[config.mk]
export PLATFORM = sky130hd
export DESIGN_NAME = display_scan_ctrl
export DESIGN_NICKNAME = d
export VERILOG_FILES = /design/src/rtl/display_scan_ctrl.sv
export SDC_FILE = /design/constraint.sdc
export NUM_CORES = 1
export LEC_CHECK = 0
export ABC_CLOCK_PERIOD_IN_PS = 3000
export BUFFER_PORTS_ARGS = -buffer_cell sky130_fd_sc_hd__buf_2
export CAP_MARGIN = 20
export CORE_ASPECT_RATIO = 0.9
export CORE_UTILIZATION = 50
export CTS_BUF_LIST = sky130_fd_sc_hd__clkbuf_16
export CTS_CLUSTER_SIZE = 28
export DETAILED_ROUTE_END_ITERATION = 10
export GPL_TIMING_DRIVEN = 0
export PLACE_DENSITY = 0.78
export SLEW_MARGIN = 20
export SYNTH_ARGS = -nofsm -noshare
export SYNTH_HDL_FRONTEND = slang
export SYNTH_SLANG_ARGS = --single-unit
[constraint.sdc]
create_clock -name clk -period 3 [get_ports clk]
set_clock_uncertainty 0.1 [all_clocks]
set_input_delay 0.9 -clock clk [delete_from_list [all_inputs] [get_ports clk]]
set_output_delay 0.9 -clock clk [all_outputs]
set_load 0.01 [all_outputs]
[src/rtl/display_scan_ctrl.sv]
// display_scan_ctrl: frame scheduler for an 8-digit multiplexed seven-segment display.
// Each digit gets a slot of CLK_DIV cycles: an ON phase followed by BLANK_CYC
// all-off cycles. These all-off cycles stop the next digit from ghosting.
// The 32-bit value is latched only at frame boundaries (LOAD), so every frame
// shows one coherent value.
//
//   state | meaning
//   ------+--------------------------------------------------------------
//   IDLE  | display dark, waiting for enable
//   LOAD  | one cycle; snapshot value_in on request, compute lz_limit
//   ON    | anode for digit_idx driven (unless suppressed), hexVal valid
//   BLANK | all anodes off; advance to next digit or wrap to LOAD
module display_scan_ctrl #(
    parameter int CLK_DIV   = 50000,
    parameter int BLANK_CYC = 1000
) (
    input  logic        clk,
    input  logic        rst,
    input  logic        enable,
    input  logic        lz_en,
    input  logic [31:0] value_in,
    input  logic        value_req,
    output logic        value_ack,
    output logic [7:0]  anode,
    output logic [3:0]  hexVal,
    output logic [2:0]  digit_idx,
    output logic        frame_start
);

    localparam logic [19:0] ON_LAST  = 20'(CLK_DIV - BLANK_CYC - 1);
    localparam logic [19:0] BLK_LAST = 20'(BLANK_CYC - 1);

    typedef enum logic [1:0] {
        IDLE  = 2'd0,
        LOAD  = 2'd1,
        ON    = 2'd2,
        BLANK = 2'd3
    } state_t;

    state_t      state;
    logic [19:0] prescaler;
    logic [31:0] shadow;
    logic [2:0]  lz_limit;

    logic [31:0] shadow_nxt;
    logic [2:0]  lz_nxt;
    logic [2:0]  digit_nxt;

    // Digits above lim are blanked for leading-zero suppression.
    function automatic logic [7:0] anode_for(input logic [2:0] idx, input logic [2:0] lim);
        return (idx <= lim) ? ~(8'd1 << idx) : 8'hFF;
    endfunction

    // Handshake, and the value and suppression limit that LOAD will commit.
    always_comb begin
        shadow_nxt = value_req ? value_in : shadow;
        lz_nxt     = 3'd0;
        for (int i = 1; i < 8; i++) begin
            if (shadow_nxt[4*i +: 4] != 4'd0) lz_nxt = 3'(i);
        end
        if (!lz_en) lz_nxt = 3'd7;
        digit_nxt   = digit_idx + 3'd1;
        // Gated by enable: a LOAD that is being aborted must not consume the request.
        value_ack   = (state == LOAD) && enable && value_req;
        frame_start = (state == LOAD);
    end

    // Scan FSM with registered anode/hexVal/digit_idx.
    always_ff @(posedge clk or negedge rst) begin
        if (!rst) begin
            state     <= IDLE;
            anode     <= 8'hFF;
            hexVal    <= 4'd0;
            digit_idx <= 3'd0;
            shadow    <= 32'd0;
            lz_limit  <= 3'd0;
            prescaler <= 20'd0;
        end else if (!enable) begin
            state     <= IDLE;
            anode     <= 8'hFF;
            digit_idx <= 3'd0;
            prescaler <= 20'd0;
        end else begin
            case (state)
                IDLE: begin
                    anode <= 8'hFF;
                    state <= LOAD;
                end
                LOAD: begin
                    shadow    <= shadow_nxt;
                    lz_limit  <= lz_nxt;
                    digit_idx <= 3'd0;
                    prescaler <= 20'd0;
                    anode     <= anode_for(3'd0, lz_nxt);
                    hexVal    <= shadow_nxt[3:0];
                    state     <= ON;
                end
                ON: begin
                    if (prescaler == ON_LAST) begin
                        prescaler <= 20'd0;
                        anode     <= 8'hFF;
                        state     <= BLANK;
                    end else begin
                        prescaler <= prescaler + 20'd1;
                    end
                end
                BLANK: begin
                    if (prescaler == BLK_LAST) begin
                        prescaler <= 20'd0;
                        if (digit_idx == 3'd7) begin
                            state <= LOAD;
                        end else begin
                            digit_idx <= digit_nxt;
                            anode     <= anode_for(digit_nxt, lz_limit);
                            hexVal    <= shadow[4*digit_nxt +: 4];
                            state     <= ON;
                        end
                    end else begin
                        prescaler <= prescaler + 20'd1;
                    end
                end
                default: state <= IDLE;
            endcase
        end
    end

endmodule

=== Word level (Yosys, flattened, before mapping) ===
Cells that the tools add are included.

* Add/subtract/negate cells: 2
* $lt $le $gt $ge: 2
* Equal/unequal tests: 13
* Shift-type cells: 2
* Multiplexer cells: 32
* Bitwise gates (word level): 1
* Reductions and logical operators: 16

{| class="wikitable"
|+ Operators by type and width
! cell !! number
|-
| 20-bit two-way mux || 3
|-
| 20-bit one-hot mux with 3 select lines || 1
|-
| 8-bit two-way mux || 5
|-
| 32-bit two-way mux || 1
|-
| 8-bit one-hot mux with 4 select lines || 1
|-
| 32-bit by 6-bit indexed part select with 4-bit output || 1
|-
| 4-bit nonzero test || 7
|-
| 3-bit two-way mux || 9
|-
| 20-bit by 1-bit adder with 20-bit output (second input constant) || 1
|-
| 20-bit by 10-bit == test with 1-bit output (second input constant) || 1
|-
| 20-bit by 16-bit == test with 1-bit output (second input constant) || 1
|-
| 2-bit two-way mux || 5
|-
| 3-bit inequality test (second input constant) || 3
|-
| 4-bit two-way mux || 2
|-
| 8-bit inverter || 1
|-
| 2-bit one-hot mux with 4 select lines || 1
|-
| 4-bit one-hot mux with 2 select lines || 1
|-
| 1-bit by 3-bit left shift with 8-bit output (first input constant) || 1
|-
| 3-bit one-hot mux with 2 select lines || 1
|-
| 3-bit AND reduction || 2
|-
| 2-bit == test (second input constant) || 2
|-
| 2-bit inequality test (second input constant) || 2
|-
| 4-bit by 1-bit inequality test with 1-bit output (second input constant) || 1
|-
| 2-bit AND reduction || 2
|-
| 11 further kinds || 13
|}

* Register bits: 72
* Input bits: 37
* Output and inout bits: 17
* Word-level logic and storage cells: 75

=== Depth between registers and ports, before layout ===
* Word-level depth: 14
* Gate-level depth with buffers: 9
* Depth with buffers taken out: 8

=== Least setup slack after synthesis ===
Ideal clock, no wire load.

* Kind: input to output
* From: input enable
* To: output value_ack
* Arrival time: 1.969 ns
* Data required time: 2.000 ns
* Slack: 0.031 ns
* Stages: 6
* Path buffers: 2
* Path through: clkbuf_1 -> and2_1 -> and2_1 -> nand2_1 -> clkbuf_1 -> inv_1

* Cells in the longest elaborated chain, start to end: 2

{| class="wikitable"
|+ Ends and longest elaborated chain
! what !! RTL line !! text
|-
| start, declared || 19 || <nowiki>input logic enable,</nowiki>
|-
| 1-bit logical AND (2 in a row) || 64 || <nowiki>value_ack = (state == LOAD) && enable && value_req;</nowiki>
|-
| end, declared || 23 || <nowiki>output logic value_ack,</nowiki>
|}

No other way between the ends.

=== Final worst setup path ===
Same ends and word-level chain as after synthesis.

==> impl_metrics.json <==
{
  "fin_ws_ns": 0.123,
  "crit_path_start_kind": "input pin",
  "cts_buffer_depth": 2,
  "grt_remaining_overflow": 0,
  "pwr_density_cell_mw_per_mm2": 620,
  "critPathKind": "input pin to output port",
  "nNetsFinal": 499,
  "ios": 54,
  "hold_viol": 0,
  "grt_pass1_vias": 3369,
  "period_needed_ns": 2.88,
  "clkTransAtPathRegs_ns": 0.06,
  "critPathMaxStageDelay_ns": 0.25,
  "worstPathCellList": "clkbuf_2, and2_2, and2_1, nand2_4, inv_1, buf_2",
  "stdcell_area_mm2": 0.00483,
  "r2r_cells": 9,
  "yosys_warnings": 0,
  "first_pass_iters": 5,
  "cp_slowest_cell": "and2_2",
  "ff2ff_setup_slack_ns": 0.18,
  "fill_cells": 639,
  "grt_max_degree": 57,
  "yosysTopAreaCellShare_pct": 39.1,
  "vias": 3346,
  "port_buffers": 52,
  "diodes": 0,
  "cts_buffers": 9,
  "htreeDepth": 3,
  "die_w_um": 97.4,
  "hold_path.class": "input pin to asynchronous set/reset pin",
  "path_buf_inv": 3,
  "clk_latency_ns": 0.34,
  "endpoint_kind": "output port",
  "fmax_mhz": 348,
  "fin_crit_sh_pct": 95.9,
  "drt-total-wl_um": 9850,
  "avgViaCountPerCell": 6.05,
  "grt_usage_pct": 24.1,
  "synth_edf_count": 0,
  "worstReg2RegStart": "digit_idx[0]",
  "cts_tree": "yes",
  "start_util_pct": 53.0,
  "ys_seq_elements": 72,
  "cts_root_buffer": "clkbuf_16",
  "synth-main-ff-cell": "dfrtp_1",
  "pre_cts_slack_ns": -0.370,
  "place_congestion": 0.881,
  "synth_area_leaders": "dfrtp_1, mux2_2, dfstp_2",
  "peakVddDrop_mv": 0.411,
  "area_delta_synth_final_pct": 18.0,
  "crit_family": "simple AND/OR/NAND/NOR gates",
  "slew_violations": 0,
  "slew_headroom_pct": 59.4,
  "grt_pass1_wl_um": 16300,
  "syn_avg_cell_area_um2": 10.5,
  "post-route-util_pct": 62.5,
  "place_hpwl_um": 7030,
  "leakagePower_nw": 2.02,
  "postCtsSetupRepairBufs": 0,
  "synth_cell_types": 53,
  "setup_tns_ns": 0,
  "cp.arrival_ns": 1.88,
  "synth_common_cells": "dfrtp_1, mux2_2, nand2_1, a21oi_1, o21ai_0",
  "core_area_mm2": 0.00773,
  "clkSinkCount": 72,
  "rows": 30,
  "drc": 0,
  "die_area_mm2": 0.00856,
  "dieHeight_um": 87.9,
  "r2r-end": "hexVal[3]",
  "postCtsHoldBufs": 0,
  "finalSetupViolCount": 0,
  "cts-resized-gates": 4,
  "dpl_cell_area_mm2": 0.00451,
  "syn_area_mm2": 0.00410,
  "yosysSeqAreaShare_pct": 44.2,
  "synth_top_area_cell": "dfrtp_1",
  "synth_most_common_cell": "dfrtp_1",
  "antenna_found_initial": 0,
  "rsz0062_at_grt": "no",
  "path_max_fanout": 12,
  "drive_gt1_share_pct": 30.0,
  "drtIter0Drc": 194,
  "tightest_slew_ns": 0.609,
  "maxCapViolCount": 0,
  "drtAntennaViolNets": 0,
  "status": "complete, no violations",
  "async_reset_ff_share_pct": 100,
  "cp_data_required_time_ns": 2.00,
  "detail_route.wl_per_cell_um": 17.8,
  "synth_cells": 390,
  "synth_nets": 437
}
flip-flops by register name (all words and copies together), names as in the netlist:
name / cells
anode: 8
hexVal: 4
prescaler: 20
state: 2
lz_limit: 3
shadow: 32
digit_idx: 3
routing by layer:
layer / GRT usage [%] / routed length [µm]
met1: 30.6 / 4280
met2: 41.4 / 4890
met3: 5.35 / 513
met4: 8.16 / 163
met5: 0 / 0
worst register-to-register path, stage by stage (launching register included):
cell and delay [ns]:
dfrtp_1 0.47, buf_2 0.37, inv_1 0.13, ha_1 0.31
buf_2 0.25, mux4_2 0.34, nor2b_1 0.15, a211oi_1 0.24
a21oi_1 0.07, mux2_2 0.27
report_power, final:
part / internal (mW) / switching, mW
logic: 0.285 / 0.240
clock network: 0.730 / 0.438
registers: 1.15 / 0.153
total: 2.17 / 0.831
worst max path at each step:
stage / start / end / slack [ns] / cells past startpoint
floorplan: enable / value_ack / 0.03 / 6
global placement: enable / value_ack / -0.29 / 7
detailed placement: digit_idx[0] / hexVal[1] / -0.37 / 9
CTS: value_req / value_ack / 0.02 / 5
global route: digit_idx[0] / hexVal[3] / 0.003 / 9
finish: enable / value_ack / 0.12 / 6
layout by cell type, fill, tap and decap left out, types with 4 or more instances in the layout:
cell type,instances
nor2b_1,13
buf_2,57
a41oi_1,4
a21oi_1,24
clkbuf_16,9
ha_1,10
mux4_2,8
inv_1,16
a2bb2oi_1,10
o21ai_0,22
clkbuf_1,9
nor3_1,13
mux2i_1,7
a211oi_1,5
nand4_1,4
nor4_1,8
a22oi_1,8
a31oi_1,5
nand2_1,28
nand3_1,7
mux2_2,34
and2_1,6
nand2b_1,7
dfrtp_1,64
nor2_1,17
dfstp_2,8
cells by family after synthesis:
logic type               share of synthesized area (%)
buffers and inverters                             3.42
XOR/XNOR                                         0.428
adder cells (fa/ha/maj)                           3.05
multiplexers                                      15.5
AO/OA/AOI/OAI                                     18.0
flip-flops                                        44.2
AND/OR/NAND/NOR                                   15.4
stage by stage:
stage | power [mW] | hold WS, ns | cells
after floorplan | 1.63 | 0.366 | 390
after global placement | 1.80 | 0.398 | 538
after detailed placement | 1.83 | 0.399 | 539
after CTS | 3.00 | 0.341 | 554
after global routing | 3.12 | 0.344 | 553
final | 3.00 | 0.334 | 553
layout make-up:
class / count / area [µm²] / area share, %
Sequential cell: 72 / 1810 / 37.5
Inverter: 15 / 56.3 / 1.16
Buffer: 18 / 80.1 / 1.66
Tap cell: 96 / 120 / 2.49
Multi-Input combinational cell: 283 / 2150 / 44.6
Clock buffer: 9 / 225 / 4.66
Timing Repair Buffer: 53 / 290 / 6.01
Clock inverter: 7 / 96.3 / 1.99
Power figures use the tool's default switching activity.
